--- config.mk ---
export PLATFORM = sky130hd
export DESIGN_NAME = pp_pipeline_accel_prod_round_sat
export DESIGN_NICKNAME = d
export VERILOG_FILES = /design/src/rtl/pp_pipeline_accel_pkg.sv /design/src/rtl/pp_pipeline_accel_skid_buf.sv /design/src/rtl/pp_pipeline_accel_prod_round_sat.sv
export SDC_FILE = /design/constraint.sdc
export NUM_CORES = 1
export LEC_CHECK = 0
export CORE_MARGIN = 3
export CORE_UTILIZATION = 57
export DETAILED_ROUTE_END_ITERATION = 12
export PLACE_DENSITY = 0.86
export SLEW_MARGIN = 0
export SYNTH_ARGS = -nofsm -noshare
export SYNTH_HDL_FRONTEND = slang
export SYNTH_SLANG_ARGS = --single-unit
--- constraint.sdc ---
create_clock -name clk -period 9.5 [get_ports clk]
set_input_delay 1.425 -clock clk [delete_from_list [all_inputs] [get_ports clk]]
set_output_delay 1.425 -clock clk [all_outputs]
set_load 0.005 [all_outputs]
--- src/rtl/pp_pipeline_accel_pkg.sv ---
// Shared constants and helpers for the pp_pipeline_accel fixed-point stages.
package pp_pipeline_accel_pkg;

    localparam int DEF_FRAC_BITS  = 20;
    localparam int DEF_DOUT_WIDTH = 16;

    function automatic logic [63:0] round_const(input int frac_bits);
        return 64'd1 << (frac_bits - 1);
    endfunction

    function automatic logic [63:0] max_out(input int dout_width);
        return (64'd1 << dout_width) - 64'd1;
    endfunction

endpackage

--- src/rtl/pp_pipeline_accel_skid_buf.sv ---
// Two-entry registered valid/ready buffer; head register drives the output directly.
module pp_pipeline_accel_skid_buf
    import pp_pipeline_accel_pkg::*;
#(
    parameter int WIDTH = 17
) (
    input  logic             clk,
    input  logic             reset,
    input  logic             in_valid,
    output logic             in_ready,
    input  logic [WIDTH-1:0] in_data,
    output logic             out_valid,
    input  logic             out_ready,
    output logic [WIDTH-1:0] out_data,
    output logic [1:0]       count
);

    logic             head_vld_r;
    logic             tail_vld_r;
    logic [WIDTH-1:0] head_r;
    logic [WIDTH-1:0] tail_r;
    logic             push_s;
    logic             pop_s;

    // A full buffer still accepts when the head leaves in the same cycle.
    assign in_ready  = !tail_vld_r || out_ready;
    assign out_valid = head_vld_r;
    assign out_data  = head_r;
    assign count     = {tail_vld_r, head_vld_r & ~tail_vld_r};
    assign push_s    = in_valid && in_ready;
    assign pop_s     = head_vld_r && out_ready;

    // Entry storage and occupancy update.
    always_ff @(posedge clk or posedge reset) begin
        if (reset) begin
            head_vld_r <= 1'b0;
            tail_vld_r <= 1'b0;
            head_r     <= {WIDTH{1'b0}};
            tail_r     <= {WIDTH{1'b0}};
        end else begin
            case ({push_s, pop_s})
                2'b10: begin
                    if (!head_vld_r) begin
                        head_r     <= in_data;
                        head_vld_r <= 1'b1;
                    end else begin
                        tail_r     <= in_data;
                        tail_vld_r <= 1'b1;
                    end
                end
                2'b01: begin
                    head_r     <= tail_r;
                    head_vld_r <= tail_vld_r;
                    tail_vld_r <= 1'b0;
                end
                2'b11: begin
                    if (tail_vld_r) begin
                        head_r <= tail_r;
                        tail_r <= in_data;
                    end else begin
                        head_r <= in_data;
                    end
                end
                default: begin
                    head_r <= head_r;
                end
            endcase
        end
    end

endmodule

--- src/rtl/pp_pipeline_accel_prod_round_sat.sv ---
// Round-half-up and clamp of multiplier products, with skid-buffered output and clamp counter.
module pp_pipeline_accel_prod_round_sat
    import pp_pipeline_accel_pkg::*;
#(
    parameter int DIN_WIDTH  = 52,
    parameter int FRAC_BITS  = DEF_FRAC_BITS,
    parameter int DOUT_WIDTH = DEF_DOUT_WIDTH,
    parameter int CNT_WIDTH  = 32
) (
    input  logic                  clk,
    input  logic                  reset,
    input  logic                  s_valid,
    output logic                  s_ready,
    input  logic [DIN_WIDTH-1:0]  s_data,
    output logic                  m_valid,
    input  logic                  m_ready,
    output logic [DOUT_WIDTH-1:0] m_data,
    output logic                  m_sat,
    input  logic                  clear_count,
    output logic [CNT_WIDTH-1:0]  sat_count
);

    localparam int                 RW    = DIN_WIDTH + 1 - FRAC_BITS;
    localparam logic [DIN_WIDTH:0] RND_C = (DIN_WIDTH + 1)'(round_const(FRAC_BITS));
    localparam logic [RW-1:0]      MAX_R = RW'(max_out(DOUT_WIDTH));

    logic                  rnd_valid_r;
    logic [RW-1:0]         rnd_data_r;
    logic                  sat_valid_r;
    logic [DOUT_WIDTH-1:0] sat_data_r;
    logic                  sat_flag_r;
    logic                  ready_r;
    logic [CNT_WIDTH-1:0]  cnt_r;

    logic [DIN_WIDTH:0]    sum_s;
    logic [RW-1:0]         rnd_next_s;
    logic                  over_s;
    logic [DOUT_WIDTH-1:0] clamp_s;
    logic                  skid_in_ready_s;
    logic [1:0]            skid_count_s;
    logic [1:0]            skid_count_n_s;
    logic                  sat_adv_s;
    logic                  rnd_adv_s;
    logic                  accept_s;
    logic                  push_s;
    logic                  pop_s;
    logic                  rnd_valid_n_s;
    logic                  sat_valid_n_s;
    logic                  ready_n_s;
    logic                  inc_s;

    // Carry out of the rounding add is kept so near-full-scale products still clamp.
    assign sum_s      = {1'b0, s_data} + RND_C;
    assign rnd_next_s = RW'(sum_s >> FRAC_BITS);
    assign over_s     = rnd_data_r > MAX_R;
    assign clamp_s    = over_s ? {DOUT_WIDTH{1'b1}} : rnd_data_r[DOUT_WIDTH-1:0];

    assign sat_adv_s = !sat_valid_r || skid_in_ready_s;
    assign rnd_adv_s = !rnd_valid_r || sat_adv_s;
    assign accept_s  = s_valid && ready_r;
    assign push_s    = sat_valid_r && skid_in_ready_s;
    assign pop_s     = m_valid && m_ready;
    assign inc_s     = pop_s && m_sat;
    assign s_ready   = ready_r;
    assign sat_count = cnt_r;

    // Next-cycle occupancy; ready only drops when every slot ahead of the input will be taken.
    always_comb begin
        rnd_valid_n_s  = rnd_valid_r;
        sat_valid_n_s  = sat_valid_r;
        skid_count_n_s = skid_count_s;
        if (rnd_adv_s) begin
            rnd_valid_n_s = accept_s;
        end else begin
            rnd_valid_n_s = rnd_valid_r;
        end
        if (sat_adv_s) begin
            sat_valid_n_s = rnd_valid_r;
        end else begin
            sat_valid_n_s = sat_valid_r;
        end
        case ({push_s, pop_s})
            2'b10:   skid_count_n_s = skid_count_s + 2'd1;
            2'b01:   skid_count_n_s = skid_count_s - 2'd1;
            default: skid_count_n_s = skid_count_s;
        endcase
        ready_n_s = !(rnd_valid_n_s && sat_valid_n_s && (skid_count_n_s == 2'd2));
    end

    // Round and saturate pipeline registers plus the registered input ready.
    always_ff @(posedge clk or posedge reset) begin
        if (reset) begin
            rnd_valid_r <= 1'b0;
            rnd_data_r  <= {RW{1'b0}};
            sat_valid_r <= 1'b0;
            sat_data_r  <= {DOUT_WIDTH{1'b0}};
            sat_flag_r  <= 1'b0;
            ready_r     <= 1'b0;
        end else begin
            rnd_valid_r <= rnd_valid_n_s;
            sat_valid_r <= sat_valid_n_s;
            ready_r     <= ready_n_s;
            if (rnd_adv_s && accept_s) begin
                rnd_data_r <= rnd_next_s;
            end
            if (sat_adv_s && rnd_valid_r) begin
                sat_data_r <= clamp_s;
                sat_flag_r <= over_s;
            end
        end
    end

    // Clamp counter; a clear coinciding with a clamp leaves a count of one.
    always_ff @(posedge clk or posedge reset) begin
        if (reset) begin
            cnt_r <= {CNT_WIDTH{1'b0}};
        end else if (clear_count) begin
            cnt_r <= inc_s ? {{(CNT_WIDTH-1){1'b0}}, 1'b1} : {CNT_WIDTH{1'b0}};
        end else if (inc_s && (cnt_r != {CNT_WIDTH{1'b1}})) begin
            cnt_r <= cnt_r + {{(CNT_WIDTH-1){1'b0}}, 1'b1};
        end
    end

    pp_pipeline_accel_skid_buf #(
        .WIDTH (DOUT_WIDTH + 1)
    ) u_skid (
        .clk       (clk),
        .reset     (reset),
        .in_valid  (sat_valid_r),
        .in_ready  (skid_in_ready_s),
        .in_data   ({sat_flag_r, sat_data_r}),
        .out_valid (m_valid),
        .out_ready (m_ready),
        .out_data  ({m_sat, m_data}),
        .count     (skid_count_s)
    );

endmodule

==> impl_metrics.toml <==
[status]
outcome = "finished, final reports clean"

[synthesis]
synthXorXnorAreaFrac_pct = 4.39
synth_edf_count = 0
synth.distinct_cells = 49
count_of_state_elements_after_synthesis = 121
post_synthesis_simple_gate_area_fraction_pct = 20.7
syn_nets = 658
yosys_warnings = 0
synth_area_um2 = 5980
synth_async_sr_flop_share_pct = 100
synthCells = 595
area_fraction_in_compound_gates_after_synthesis_pct = 15.7
most_used_dff_post_synth = "dfrtp_1"
yosys.area_share.adder_pct = 1.25
multiplexer_fraction_of_the_synthesized_cell_area_pct = 4.33
synth_sequential_area_ratio_pct = 50.6
syn_avg_cell_area_um2 = 10.1
synth_top_family_by_area = "simple AND/OR/NAND/NOR gates"

[placement]
postPlaceCellArea_um2 = 6940
finalWeightedCongestion = 0.923
place.detailed.hpwl_um = 9480
port-buffer-count = 88

[sta]
min_period_ns = 3.63
fin_setup_tns_ns = 0
finalHoldViolations = 0
slew-limit-headroom_pct = 22.7
crit_share_post_route_pct = 38.2
clock.fmax_mhz = 276
fin_hold_ws_ns = 0.475
timing.final.max_slew_violations = 0
max_slew.worst_pin.slew_ns = 1.16
fin_worst_skew_ns = 0.00758
finalSetupViolations = 0
unrepaired_setup_endpoints_after_global_routing = "false"

[global_routing]
grt_first_pass_wirelength_um = 24200
use_met1_pct = 32.2
grt.busiest_layer = "met2"
groute.layer.met3.usage_pct = 5.31
grt_start_max_net_pins = 77
grt_pass1_vias = 5000
antenna_found_initial = 0
grt-ovfl-total = 0
grt_use_met2_pct = 45.5
grt_use_total_pct = 25.9

[clock_tree]
cts.sink_count = 121
cts_tree = "done"
cts-root-to-sink-buffers = 2
post_cts_resize_count = 0
cts_htree_levels = 4
worstSkewPairLatency_ns = 0.50
tritoncts_buffers = 17
ctsHoldBuffers = 0
ctsRootBufferMaster = "clkbuf_8"
post_cts_buffers = 0
worst_setup_hold_path_clk_slew_ns = 0.06

[cells_and_area]
finalCoreUtilization_pct = 74.8
fillers = 680
commonest_cells_after_routing_fill_and_taps_aside = "121 x dfrtp_1, 88 x clkdlybuf4s50_1, 49 x nor2_1, 49 x a21oi_1, 47 x nand2_1"
drive_gt1_share_pct = 10.0
final_nets = 737
layout.area.seq_um2 = 3030
area_occupied_by_multi_input_gates_um2 = 2780
finalInstanceArea_um2 = 7480
mostFrequentLayoutCell = "dfrtp_1"
insertedDiodeCount = 0
flow.area_growth_from_synthesis_pct = 25.0

[pwr]
irDropWorstVdd_mv = 0.132
total_power_w = 0.00174
p_sw_w = 0.000563
share_of_power_burned_in_combinational_logic_pct = 25.0
power_density_nw_per_um2 = 233
clkPwrFrac_pct = 33.5
intPower_w = 0.00118
pwr-share-seq_pct = 41.5
leakagePower_nw = 2.82
netSwitchingFraction_pct = 32.3

[floorplanning]
area_inside_the_core_boundary_um2 = 10000
die_x_um = 108
fp.dieArea_um2 = 11800
placement_rows = 36
die_h_um = 108
start_util_pct = 59.8
floorplan.io_pins = 108

[worst_setup_path]
reg2reg_from = "u_skid.tail_vld_r"
reg2reg_depth = 8
r2r_end = "u_skid.out_data[9]"
rrSetupSlack_ns = 6.73
worst_setup_path_start_kind = "primary input"
critical_path_required_ns = 9.89
arrival_time_worst_endpoint_ns = 4.02
worstSetupPathType = "primary input to flip-flop"
type_of_element_capturing_the_critical_path = "flip-flop"
crit_path_max_fanout = 17

[drt]
firstDrtPassIters = 5
avgViaCountPerCell = 6.26
num_vias = 5137
finalWirelength_um = 14400
remaining_drc_errors = 0
wl_per_cell_um = 17.5
postRouteAntennaNets = 0
count_of_routing_violations_after_the_opening_detailed_route_iteration = 365

[hold_path]
hold_depth = 2
hold_start = "u_skid.out_data[4]"
worstHoldPathType = "flip-flop to flip-flop"
holdPathEnd = "u_skid.out_data[4]"

[flow_run]
cap_violations = 0
## sequential cells by signal (all words and copies together), names as in the netlist
name,cells
rnd_data_r,33
rnd_valid_r,1
s_ready,1
sat_count,32
sat_data_r,16
sat_flag_r,1
sat_valid_r,1
u_skid.out_data,17
u_skid.out_valid,1
u_skid.tail_r,17
u_skid.tail_vld_r,1
## synthesized netlist by cell type (all sizes together), types with 2 or more instances
master,number,area (um^2)
and3,10,62.6
nor3,9,61.3
buf,10,60.1
a2111oi,4,47.6
nand3,28,150
nand4b,2,17.5
a31oi,6,37.5
o31ai,15,113
or3,11,68.8
xor2,21,184
xnor2,9,78.8
nand4,24,165
ha,6,75.1
inv,8,30.0
and4,9,81.3
dfrtp,121,3030
o21a,2,15.0
a21oi,49,245
nor4,6,52.6
o22a,16,140
nor2,49,184
a211oi,2,20.0
o21ai,32,160
clkbuf,24,90.1
nor2b,7,43.8
nand3b,2,15.0
or4,16,120
nand2,47,176
mux2,23,259
a22oi,17,128
and2,4,25.0
## stage by stage
stage,instances,setup slack (ns)
2_1_floorplan,595,4.86
3_3_place_gp,788,5.61
3_5_place_dp,788,5.45
4_1_cts,820,5.90
5_1_grt,820,5.69
6_report,820,5.87
## power by group through the flow
stage	clock, W	combinational [W]	sequential, W
after detailed placement	0	0.000427	0.000722
after floorplan	0	0.000253	0.000703
final	0.000584	0.000436	0.000722
after CTS	0.000590	0.000437	0.000721
after global placement	0	0.000405	0.000716
after global routing	0.000618	0.000488	0.000738
## final cells by class
cell class              count  area share (%)
repair buffers             94            12.4
multi-input cells         432            37.2
flip-flops and latches    121            40.5
inverters                   8           0.435
clock inverters            14            1.71
clock buffers              18            5.59
well taps                 133            2.22
## logic make-up after synthesis
group                    Yosys count
adder cells (fa/ha/maj)            6
buffers and inverters             42
AND/OR/NAND/NOR                  226
AO/OA/AOI/OAI                    147
multiplexers                      23
XOR/XNOR                          30
flip-flops                       121
## per-layer routing
metal | routed length (um) | vias up
met5 | 0 | -
met4 | 205 | 0
met3 | 775 | 27
met2 | 7530 | 212
met1 | 5860 | 2520
li1 | - | 2378
## worst max-delay path: stages
cell and delay, ns:
clkdlybuf4s50_1 0.56, o21ai_1 0.15, inv_1 0.14, ha_1 0.25, a21oi_1 0.09, nor2_1 0.87, a22oi_1 0.26, o21ai_0 0.27
## worst max-delay path by stage
stage | startpoint | depth (start not counted) | endpoint | slack (ns)
floorplan | reset | 1 | rnd_data_r[0] | 4.86
global placement | m_ready | 8 | u_skid.out_data[15] | 5.61
detailed placement | m_ready | 8 | u_skid.out_data[15] | 5.45
CTS | m_ready | 8 | u_skid.out_data[9] | 5.90
global route | m_ready | 8 | u_skid.out_data[9] | 5.69
finish | m_ready | 8 | u_skid.out_data[9] | 5.87
(Power assumes the default switching activity.)
